==> src/rtl/shift_unit_pipe.sv <==
// Pipelined barrel shifter (SLL/SRL/SRA/ROR): one register stage per shift-amount bit, global-stall valid/ready.
// Define SHIFT_UNIT_CARRY_EN to add the out_carry port (last bit shifted out).
module shift_unit_pipe #(
  parameter int WIDTH = 32,
  parameter int AMT_W = 8
) (
  input  logic             clk,
  input  logic             rst_n,
  input  logic             in_valid,
  output logic             in_ready,
  input  logic [1:0]       in_op,
  input  logic [WIDTH-1:0] in_data,
  input  logic [AMT_W-1:0] in_amt,
  output logic             out_valid,
  input  logic             out_ready,
  output logic [WIDTH-1:0] out_data,
  output logic             out_zero
`ifdef SHIFT_UNIT_CARRY_EN
  ,
  output logic             out_carry
`endif
);

  localparam int LOG2W = $clog2(WIDTH);
  localparam int LAST  = LOG2W - 1;

  localparam logic [1:0] OP_SLL = 2'b00;
  localparam logic [1:0] OP_SRL = 2'b01;
  localparam logic [1:0] OP_SRA = 2'b10;
  localparam logic [1:0] OP_ROR = 2'b11;

  function automatic logic [WIDTH-1:0] shift_step(
    input logic [WIDTH-1:0] d,
    input logic [1:0]       op,
    input logic             msb,
    input int               sh
  );
    logic [WIDTH-1:0] res;
    case (op)
      OP_SLL:  res = d << sh;
      OP_SRL:  res = d >> sh;
      OP_SRA:  res = ({WIDTH{msb}} & ~({WIDTH{1'b1}} >> sh)) | (d >> sh);
      default: res = (d >> sh) | (d << (WIDTH - sh));
    endcase
    return res;
  endfunction

  logic r_out_valid;
  logic [WIDTH-1:0] r_out_data;
  logic r_out_zero;
  logic w_adv;

  // Every stage moves together or the whole pipe freezes.
  assign w_adv    = !r_out_valid || out_ready;
  assign in_ready = w_adv;

  genvar gi;
  generate
    for (gi = 0; gi < LOG2W; gi++) begin : g_stage
      localparam int SH = 1 << gi;
      localparam int AW = LOG2W - gi;

      logic             w_valid_in;
      logic [1:0]       w_op_in;
      logic [WIDTH-1:0] w_data_in;
      logic [AW-1:0]    w_amt_in;
      logic             w_sat_in;
      logic             w_msb_in;
      logic [WIDTH-1:0] w_data_sh;
`ifdef SHIFT_UNIT_CARRY_EN
      logic             w_carry_in;
      logic             w_exact_in;
      logic             w_carry_sh;
`endif

      if (gi == 0) begin : g_src
        assign w_valid_in = in_valid;
        assign w_op_in    = in_op;
        assign w_data_in  = in_data;
        assign w_amt_in   = in_amt[LOG2W-1:0];
        assign w_sat_in   = |in_amt[AMT_W-1:LOG2W];
        assign w_msb_in   = in_data[WIDTH-1];
`ifdef SHIFT_UNIT_CARRY_EN
        assign w_carry_in = 1'b0;
        // Amount exactly WIDTH: every original bit is gone and the last one out is an edge bit.
        assign w_exact_in = (in_amt >> LOG2W) == AMT_W'(1);
`endif
      end else begin : g_chain
        assign w_valid_in = g_stage[gi-1].g_reg.r_valid;
        assign w_op_in    = g_stage[gi-1].g_reg.r_op;
        assign w_data_in  = g_stage[gi-1].g_reg.r_data;
        assign w_amt_in   = g_stage[gi-1].g_reg.r_amt;
        assign w_sat_in   = g_stage[gi-1].g_reg.r_sat;
        assign w_msb_in   = g_stage[gi-1].g_reg.r_msb;
`ifdef SHIFT_UNIT_CARRY_EN
        assign w_carry_in = g_stage[gi-1].g_reg.r_carry;
        assign w_exact_in = g_stage[gi-1].g_reg.r_exact;
`endif
      end

      assign w_data_sh = w_amt_in[0] ? shift_step(w_data_in, w_op_in, w_msb_in, SH) : w_data_in;
`ifdef SHIFT_UNIT_CARRY_EN
      assign w_carry_sh = w_amt_in[0] ? ((w_op_in == OP_SLL) ? w_data_in[WIDTH-SH] : w_data_in[SH-1])
                                      : w_carry_in;
`endif

      // The last stage feeds the output register directly, so it has no stage register of its own.
      if (gi < LAST) begin : g_reg
        logic             r_valid;
        logic [1:0]       r_op;
        logic [WIDTH-1:0] r_data;
        logic [AW-2:0]    r_amt;
        logic             r_sat;
        logic             r_msb;
`ifdef SHIFT_UNIT_CARRY_EN
        logic             r_carry;
        logic             r_exact;
`endif
        always_ff @(posedge clk or negedge rst_n) begin
          if (!rst_n) begin
            r_valid <= 1'b0;
            r_op    <= '0;
            r_data  <= '0;
            r_amt   <= '0;
            r_sat   <= 1'b0;
            r_msb   <= 1'b0;
`ifdef SHIFT_UNIT_CARRY_EN
            r_carry <= 1'b0;
            r_exact <= 1'b0;
`endif
          end else if (w_adv) begin
            r_valid <= w_valid_in;
            r_op    <= w_op_in;
            r_data  <= w_data_sh;
            r_amt   <= w_amt_in[AW-1:1];
            r_sat   <= w_sat_in;
            r_msb   <= w_msb_in;
`ifdef SHIFT_UNIT_CARRY_EN
            r_carry <= w_carry_sh;
            r_exact <= w_exact_in;
`endif
          end
        end
      end
    end
  endgenerate

  logic [WIDTH-1:0] w_final_data;

  // Saturated amounts override the staged result; rotate only ever uses the amount modulo WIDTH.
  always_comb begin
    w_final_data = g_stage[LAST].w_data_sh;
    if (g_stage[LAST].w_sat_in && (g_stage[LAST].w_op_in != OP_ROR)) begin
      w_final_data = (g_stage[LAST].w_op_in == OP_SRA) ? {WIDTH{g_stage[LAST].w_msb_in}} : '0;
    end
  end

`ifdef SHIFT_UNIT_CARRY_EN
  logic w_final_carry;
  logic r_out_carry;

  always_comb begin
    w_final_carry = g_stage[LAST].w_carry_sh;
    if (g_stage[LAST].w_sat_in && (g_stage[LAST].w_op_in != OP_ROR)) begin
      if (g_stage[LAST].w_op_in == OP_SRA) begin
        w_final_carry = g_stage[LAST].w_msb_in;
      end else if (g_stage[LAST].w_exact_in) begin
        w_final_carry = (g_stage[LAST].w_op_in == OP_SLL) ? g_stage[LAST].w_data_in[0]
                                                          : g_stage[LAST].w_data_in[WIDTH-1];
      end else begin
        w_final_carry = 1'b0;
      end
    end
  end

  always_ff @(posedge clk or negedge rst_n) begin
    if (!rst_n) begin
      r_out_carry <= 1'b0;
    end else if (w_adv) begin
      r_out_carry <= w_final_carry;
    end
  end

  assign out_carry = r_out_carry;
`endif

  always_ff @(posedge clk or negedge rst_n) begin
    if (!rst_n) begin
      r_out_valid <= 1'b0;
      r_out_data  <= '0;
      r_out_zero  <= 1'b0;
    end else if (w_adv) begin
      r_out_valid <= g_stage[LAST].w_valid_in;
      r_out_data  <= w_final_data;
      r_out_zero  <= (w_final_data == '0);
    end
  end

  assign out_valid = r_out_valid;
  assign out_data  = r_out_data;
  assign out_zero  = r_out_zero;

endmodule

==> config.mk <==
export PLATFORM = sky130hd
export DESIGN_NAME = shift_unit_pipe
export DESIGN_NICKNAME = d
export VERILOG_FILES = /design/src/rtl/shift_unit_pipe.sv
export SDC_FILE = /design/constraint.sdc
export NUM_CORES = 1
export LEC_CHECK = 0
export BUFFER_PORTS_ARGS = -buffer_cell sky130_fd_sc_hd__buf_2
export CORE_ASPECT_RATIO = 1.25
export CORE_MARGIN = 3
export CORE_UTILIZATION = 42
export CTS_BUF_LIST = sky130_fd_sc_hd__clkbuf_16
export CTS_CLUSTER_DIAMETER = 150
export DETAILED_ROUTE_END_ITERATION = 7
export PLACE_DENSITY = 0.58
export SYNTH_ARGS = -nofsm -noshare
export SYNTH_HDL_FRONTEND = slang
export SYNTH_SLANG_ARGS = --single-unit
==> constraint.sdc <==
create_clock -name clk -period 2.89 [get_ports clk]
set_input_delay 0.578 -clock clk [delete_from_list [all_inputs] [get_ports clk]]
set_output_delay 0.578 -clock clk [all_outputs]
set_load 0.02 [all_outputs]
==> flow_metrics.tcl, run 1 <==
set metrics [dict create \
    ys_seq_area_share_pct 46.1 \
    num_antenna_cells 0 \
    synth_area_leaders "dfrtp_1 46%, nand2_1 15%, o21ai_0 13%" \
    cts_hold_buf 0 \
    worst_pin_slew_ns 1.29 \
    syn_area_um2 10400 \
    die_h_um 182 \
    rsz0062_at_grt "no" \
    ys_seq_elements 192 \
    async_flop_share_pct 100 \
    numCtsBuffers 17 \
    crit_fanout 26 \
    startpoint_type "register" \
    synth_top_area_cell "dfrtp_1" \
    avgSynthCellArea_um2 7.69 \
    arrival_ns 2.73 \
    die_area_um2 26700 \
    regArea_um2 4800 \
    clock-sinks 192 \
    drive_gt1_share_pct 11.1 \
    period_minus_slack_ns 2.38 \
    root_buffer "clkbuf_16" \
    ir_worst_vdd_v 0.000527 \
    grt_max_degree 133 \
    antenna_found_initial 0 \
    yosysTopAreaCellShare_pct 46.1 \
    slew_viol_final 0 \
    final_nets 1401 \
    min_period_over_period_pct 82.3 \
    ios 81 \
    grt_overflow 0 \
    max_freq_mhz 421 \
    htree_levels 4 \
    leakagePower_nw 4.99 \
    synth-edff-count 0 \
    drt_pass1_iterations 5 \
    maxSlewHeadroom_pct 14.0 \
    drt_iter0_drc 500 \
    area_growth_pct 10.8 \
    status "finished clean" \
    dieWidth_um 147 \
    ys.flop_type "dfrtp_1" \
    synthCells 1355 \
    grt_pass1_vias 8353 \
    route.detailed.wl_per_inst_um 15.6 \
    drc_errors 0 \
    clk_pin_slew_ns 0.08 \
    cts_buffer_depth 2 \
    grt_pass1_wl_mm 43.9 \
    cts_resized 0 \
    fill_cells 2396 \
    crit_path_end_kind "register" \
    ys_types 34 \
    ys_warn_count 0 \
    coreArea_um2 24000 \
    tns_ns 0 \
    hold_class "input port to async pin" \
    post_cts_buffers 0 \
    start_util_pct 43.3 \
    whs_ns 0.113 \
    vias 9133 \
    placed_cells 1661 \
    setup_viol 0 \
    cts_tree "done" \
    instances_no_fill 1693 \
    powerDensity_nw_per_um2 1160 \
    finalHoldViolations 0 \
    clock_latency_ns 0.44 \
    hpwl_mm 18.7 \
    ant_nets 0 \
    cap_violations 0 \
    grt_use_total_pct 19.9 \
    via_per_inst 5.39 \
    io_buffers 80 \
    crit_required_ns 3.24 \
    wirelength_mm 26.4 \
    p_total_mw 13.3 \
    syn_nets 1401 \
    gp_congestion 0.880 \
    finClkSkew_ns 0.00903 \
    worstSetupPathType "register to register" \
    multi_input_area_um2 5090 \
    num_rows 63 \
]
==> area by class of cell <==
type,instances,share of cell area (%)
inverters,5,0.163
clock inverters,15,1.26
multi-input cells,1034,44.1
repair buffers,105,5.61
well taps,325,3.52
flip-flops and latches,192,41.6
clock buffers,17,3.69
==> sequential cells by signal, summed over array words and instances (netlist names), 4 cells and up <==
register and flops:
g_stage.g_reg.r_amt 10, g_stage.g_reg.r_data 128, g_stage.g_reg.r_msb 4, g_stage.g_reg.r_op 8, g_stage.g_reg.r_sat 4, g_stage.g_reg.r_valid 4
out_data 32
==> worst paths after layout <==
check	start	to	slack [ns]	depth (start not counted)
max reg2reg	g_stage[3].g_reg.r_op[1]$_DFFE_PN0P_	out_zero$_DFFE_PN0P_	0.51	6
min in group clk	in_valid	g_stage[0].g_reg.r_valid$_DFFE_PN0P_	0.33	3
max	g_stage[3].g_reg.r_op[1]$_DFFE_PN0P_	out_zero$_DFFE_PN0P_	0.51	6
min	rst_n	out_data[11]$_DFFE_PN0P_	0.11	1
max in group asynchronous	rst_n	g_stage[0].g_reg.r_data[23]$_DFFE_PN0P_	2.05	2
min reg2reg	g_stage[3].g_reg.r_valid$_DFFE_PN0P_	g_stage[3].g_reg.r_valid$_DFFE_PN0P_	0.46	2
==> worst max-delay path, cell delays in order, from the launching register on <==
cell,delay (ns)
dfrtp_1,0.76
buf_4,0.42
mux2i_1,0.22
o211ai_1,0.15
nor4_1,0.29
a41oi_1,0.18
o31ai_1,0.27
==> metal layers <==
metal	routed length, µm	up-vias	GRT usage [%]	share of wire [%]
li1	-	4673	-	-
met5	0	-	0	0
met1	11600	4235	25.2	44
met4	956	0	8.55	3.6
met2	13100	184	34.2	50
met3	767	41	2.61	2.9
==> kinds of logic after synthesis <==
| logic type | count (synthesis) | synth area share [%] |
|---|---|---|
| simple gates | 610 | 24.7 |
| compound gates | 408 | 22.6 |
| flops | 192 | 46.1 |
| buf+inv | 129 | 5.08 |
| mux | 15 | 1.44 |
| xor+xnor | 1 | 0.0841 |
==> cells in the final DEF (no fill, tap or decap), types with 2 or more instances in the layout <==
cell        count
nor2_1         36
or2_2           9
a22oi_1        16
clkinv_4        2
o221ai_1        2
a31oi_1        19
mux2i_1        15
inv_1           4
dfrtp_1       192
nand2b_1       16
a211oi_1       29
a21oi_1        15
clkinvlp_4      2
buf_4          21
buf_2          79
buf_12          4
nand3_1       104
nor2b_1        14
o22a_1         15
nand2_1       411
nor4_1          4
inv_8           5
inv_6           4
a21o_1         14
nand4_1        12
o211ai_1       19
clkbuf_16      17
o21ai_0       273
==> cell usage after synthesis (2+ instances only) <==
| cell | count |
|---|---|
| nand2_1 | 411 |
| o21ai_0 | 273 |
| dfrtp_1 | 192 |
| nand3_1 | 104 |
| clkbuf_1 | 96 |
| nor2_1 | 37 |
| a211oi_1 | 29 |
| a31oi_1 | 19 |
| o211ai_1 | 19 |
| buf_2 | 18 |
| a22oi_1 | 16 |
| nand2b_1 | 16 |
| a21oi_1 | 15 |
| mux2i_1 | 15 |
| nor2b_1 | 15 |
| o22a_1 | 15 |
| a21o_1 | 14 |
| nand4_1 | 12 |
| or2_2 | 9 |
| buf_1 | 7 |
| inv_1 | 4 |
| nor4_1 | 4 |
| buf_6 | 3 |
| o221ai_1 | 2 |
==> stage by stage <==
step                      util [%]  cell area (µm²)  worst slack, ns
after floorplan                  -            10400            0.881
after global placement        45.6            11000            0.376
after detailed placement      45.6            11000            0.366
after CTS                     48.0            11500            0.508
after global routing          48.0            11500            0.312
final                         48.0            11500            0.513
==> where the power goes <==
| group | leakage (nW) | total, mW | internal (mW) | switching (mW) |
|---|---|---|---|---|
| sequential | 2.32 | 5.28 | 3.93 | 1.35 |
| clock | 0.277 | 2.32 | 1.15 | 1.16 |
| combinational | 2.40 | 5.74 | 2.18 | 3.56 |
| total | 4.99 | 13.3 | 7.26 | 6.08 |
(Power assumes the default switching activity.)
==> inputs of run 2 (changes only) <==
==> constraint.sdc (replaced) <==
create_clock -name clk -period 2.3 [get_ports clk]
set_input_delay 0.46 -clock clk [delete_from_list [all_inputs] [get_ports clk]]
set_output_delay 0.46 -clock clk [all_outputs]
set_load 0.02 [all_outputs]
==> run 2 against run 1 <==
Compared with the run above:
- sequential share of layout area down 0.61 points
- non-clock buffer count grew 20
- worst setup slack worse by 0.38 ns
- clock power is 22% higher
- register-to-register slack worse by 0.38 ns
- combinational power is 32% higher
- clock-buffer cell count did not move
- wire length rose by 3.6%
- hold slack better by 0.12 ns
- cell count up 1.1%
- first-iteration DRC count grew 5.6%
- clock skew hardly changed
- critical path type unchanged
- critical endpoint unchanged
==> flow_metrics.tcl, run 2 (synthesized netlist as in run 1, its figures left out) <==
set metrics [dict create \
    status "finished clean" \
    slew_viol_final 0 \
    num_antenna_cells 0 \
    ios 81 \
    crit_fanout 46 \
    ir_worst_vdd_v 0.000593 \
    ant_nets 0 \
    maxSlewHeadroom_pct 57.6 \
    powerDensity_nw_per_um2 1450 \
    arrival_ns 2.51 \
    cts_tree "done" \
    crit_chain "buf_4, nand2b_1, o211ai_1, o41ai_1, nand3_1, o31ai_1" \
    crit_required_ns 2.64 \
    p_switching_mw 7.58 \
    slowest_stage "o41ai_1" \
    wirelength_mm 27.4 \
    period_minus_slack_ns 2.17 \
    power.internal_mw 9.45 \
    grt_overflow 0 \
    grt_max_degree 97 \
    setup_viol 0 \
    tns_ns 0 \
    cts_hold_buf 1 \
    min_period_over_period_pct 94.1 \
    startpoint_type "register" \
    hpwl_mm 20.4 \
    hold_class "input port to register" \
    top_register "g_stage.g_reg.r_data" \
    clk_pin_slew_ns 0.07 \
    post_cts_buffers 0 \
    finalHoldViolations 0 \
    grt_pass1_vias 8999 \
    cts_resized 0 \
    dieWidth_um 147 \
    area_growth_pct 12.4 \
    die_h_um 182 \
    pwr-share-seq_pct 38.8 \
    final_nets 1421 \
    coreArea_um2 24000 \
    htree_levels 4 \
    crit_path_end_kind "register" \
    grt_pass1_wl_mm 46.8 \
    root_buffer "clkbuf_16" \
    worst_pin_slew_ns 0.628 \
    route.detailed.wl_per_inst_um 16.0 \
    p_total_mw 17.0 \
    finClkSkew_ns 0.00936 \
    power_frac_comb_pct 44.5 \
    drive_gt1_share_pct 12.0 \
    cts_buffer_depth 2 \
    layout_common_cells "411 x nand2_1, 273 x o21ai_0, 192 x dfrtp_1" \
    layout.cells.most_common "nand2_1" \
    max_freq_mhz 462 \
    via_per_inst 5.34 \
    leakagePower_nw 5.10 \
    cap_violations 0 \
    grt_use_total_pct 21.4 \
    drt_iter0_drc 528 \
    antenna_found_initial 0 \
    drc_errors 0 \
    max_stage_delay_ns 0.65 \
    die_area_um2 26700 \
    drt_pass1_iterations 4 \
    start_util_pct 43.3 \
    clock-sinks 192 \
    io_buffers 80 \
    power_switching_share_pct 44.5 \
    largest_register_ffs 128 \
    numCtsBuffers 17 \
    worstSetupPathType "register to register" \
    rsz0062_at_grt "no" \
    vias 9137 \
    clockPowerShare_pct 16.7 \
    gp_congestion 0.867 \
    clock_latency_ns 0.43 \
    num_rows 63 \
]
==> run 2: changes by cell type in the layout (fill, tap and decap cells not counted) <==
cell | before | now
inv_6 | 4 | 1
bufinv_16 | 0 | 2
buf_12 | 4 | 7
clkinv_1 | 0 | 1
inv_1 | 4 | 7
dlygate4sd3_1 | 0 | 1
inv_8 | 5 | 0
clkinv_4 | 2 | 1
clkinv_8 | 1 | 0
buf_4 | 21 | 37
clkinv_2 | 1 | 4
==> run 2: path summary, 6_finish.rpt <==
kind | cells past startpoint | slack, ns | start | to
min in group asynchronous | 2 | 0.54 | rst_n | out_data[7]$_DFFE_PN0P_
max in group asynchronous | 3 | 1.07 | rst_n | g_stage[2].g_reg.r_data[25]$_DFFE_PN0P_
setup / recovery | 6 | 0.13 | g_stage[3].g_reg.r_amt$_DFFE_PN0P_ | out_zero$_DFFE_PN0P_
hold / removal | 3 | 0.23 | in_amt[4] | g_stage[0].g_reg.r_amt[3]$_DFFE_PN0P_
setup reg to reg | 6 | 0.13 | g_stage[3].g_reg.r_amt$_DFFE_PN0P_ | out_zero$_DFFE_PN0P_
hold reg to reg | 2 | 0.47 | g_stage[3].g_reg.r_valid$_DFFE_PN0P_ | g_stage[3].g_reg.r_valid$_DFFE_PN0P_
==> run 2: critical path: cells and delay by family (launching register included) <==
family	cells	cell delay, ns
AO/OA/AOI/OAI	3	0.98
buffers and inverters	1	0.40
flip-flops	1	0.36
AND/OR/NAND/NOR	2	0.34
==> run 2: cell type report <==
cell class	instances	area, µm²
clock buffer	17	425
fill	2428	12300
tap	325	407
timing repair buffer	125	837
inverter	5	18.8
multi-input combinational	1034	5090
sequential	192	4800
clock inverter	14	128
==> run 2: layer usage <==
layer,global-route usage (%),routed length (µm),vias to the layer above,share of wire [%]
met1,25.3,11300,4241,41
met2,38.5,14200,148,52
met3,2.73,651,53,2.4
met4,10.3,1190,0,4.3
li1,-,-,4695,-
met5,0,0,-,0
==> run 2: power by group through the flow <==
| stage | clock network (mW) | registers [mW] | logic, mW |
|---|---|---|---|
| floorplan | 0 | 6.22 | 5.53 |
| global route | 3.07 | 6.83 | 8.73 |
| finish | 2.84 | 6.61 | 7.59 |
| CTS | 2.92 | 6.63 | 7.65 |
| global placement | 0 | 6.66 | 7.57 |
| detailed placement | 0 | 6.69 | 7.64 |
==> run 2: through the flow <==
step	utilization [%]	hold slack [ns]	setup WS, ns	area, µm²	instances
after global routing	48.7	0.232	0.0219	11700	1712
final	48.7	0.231	0.135	11700	1712
after global placement	46.4	0.439	0.226	11100	1680
after floorplan	-	0.164	0.432	10400	1355
after detailed placement	46.4	0.445	0.162	11100	1680
after CTS	48.7	0.210	0.182	11700	1712
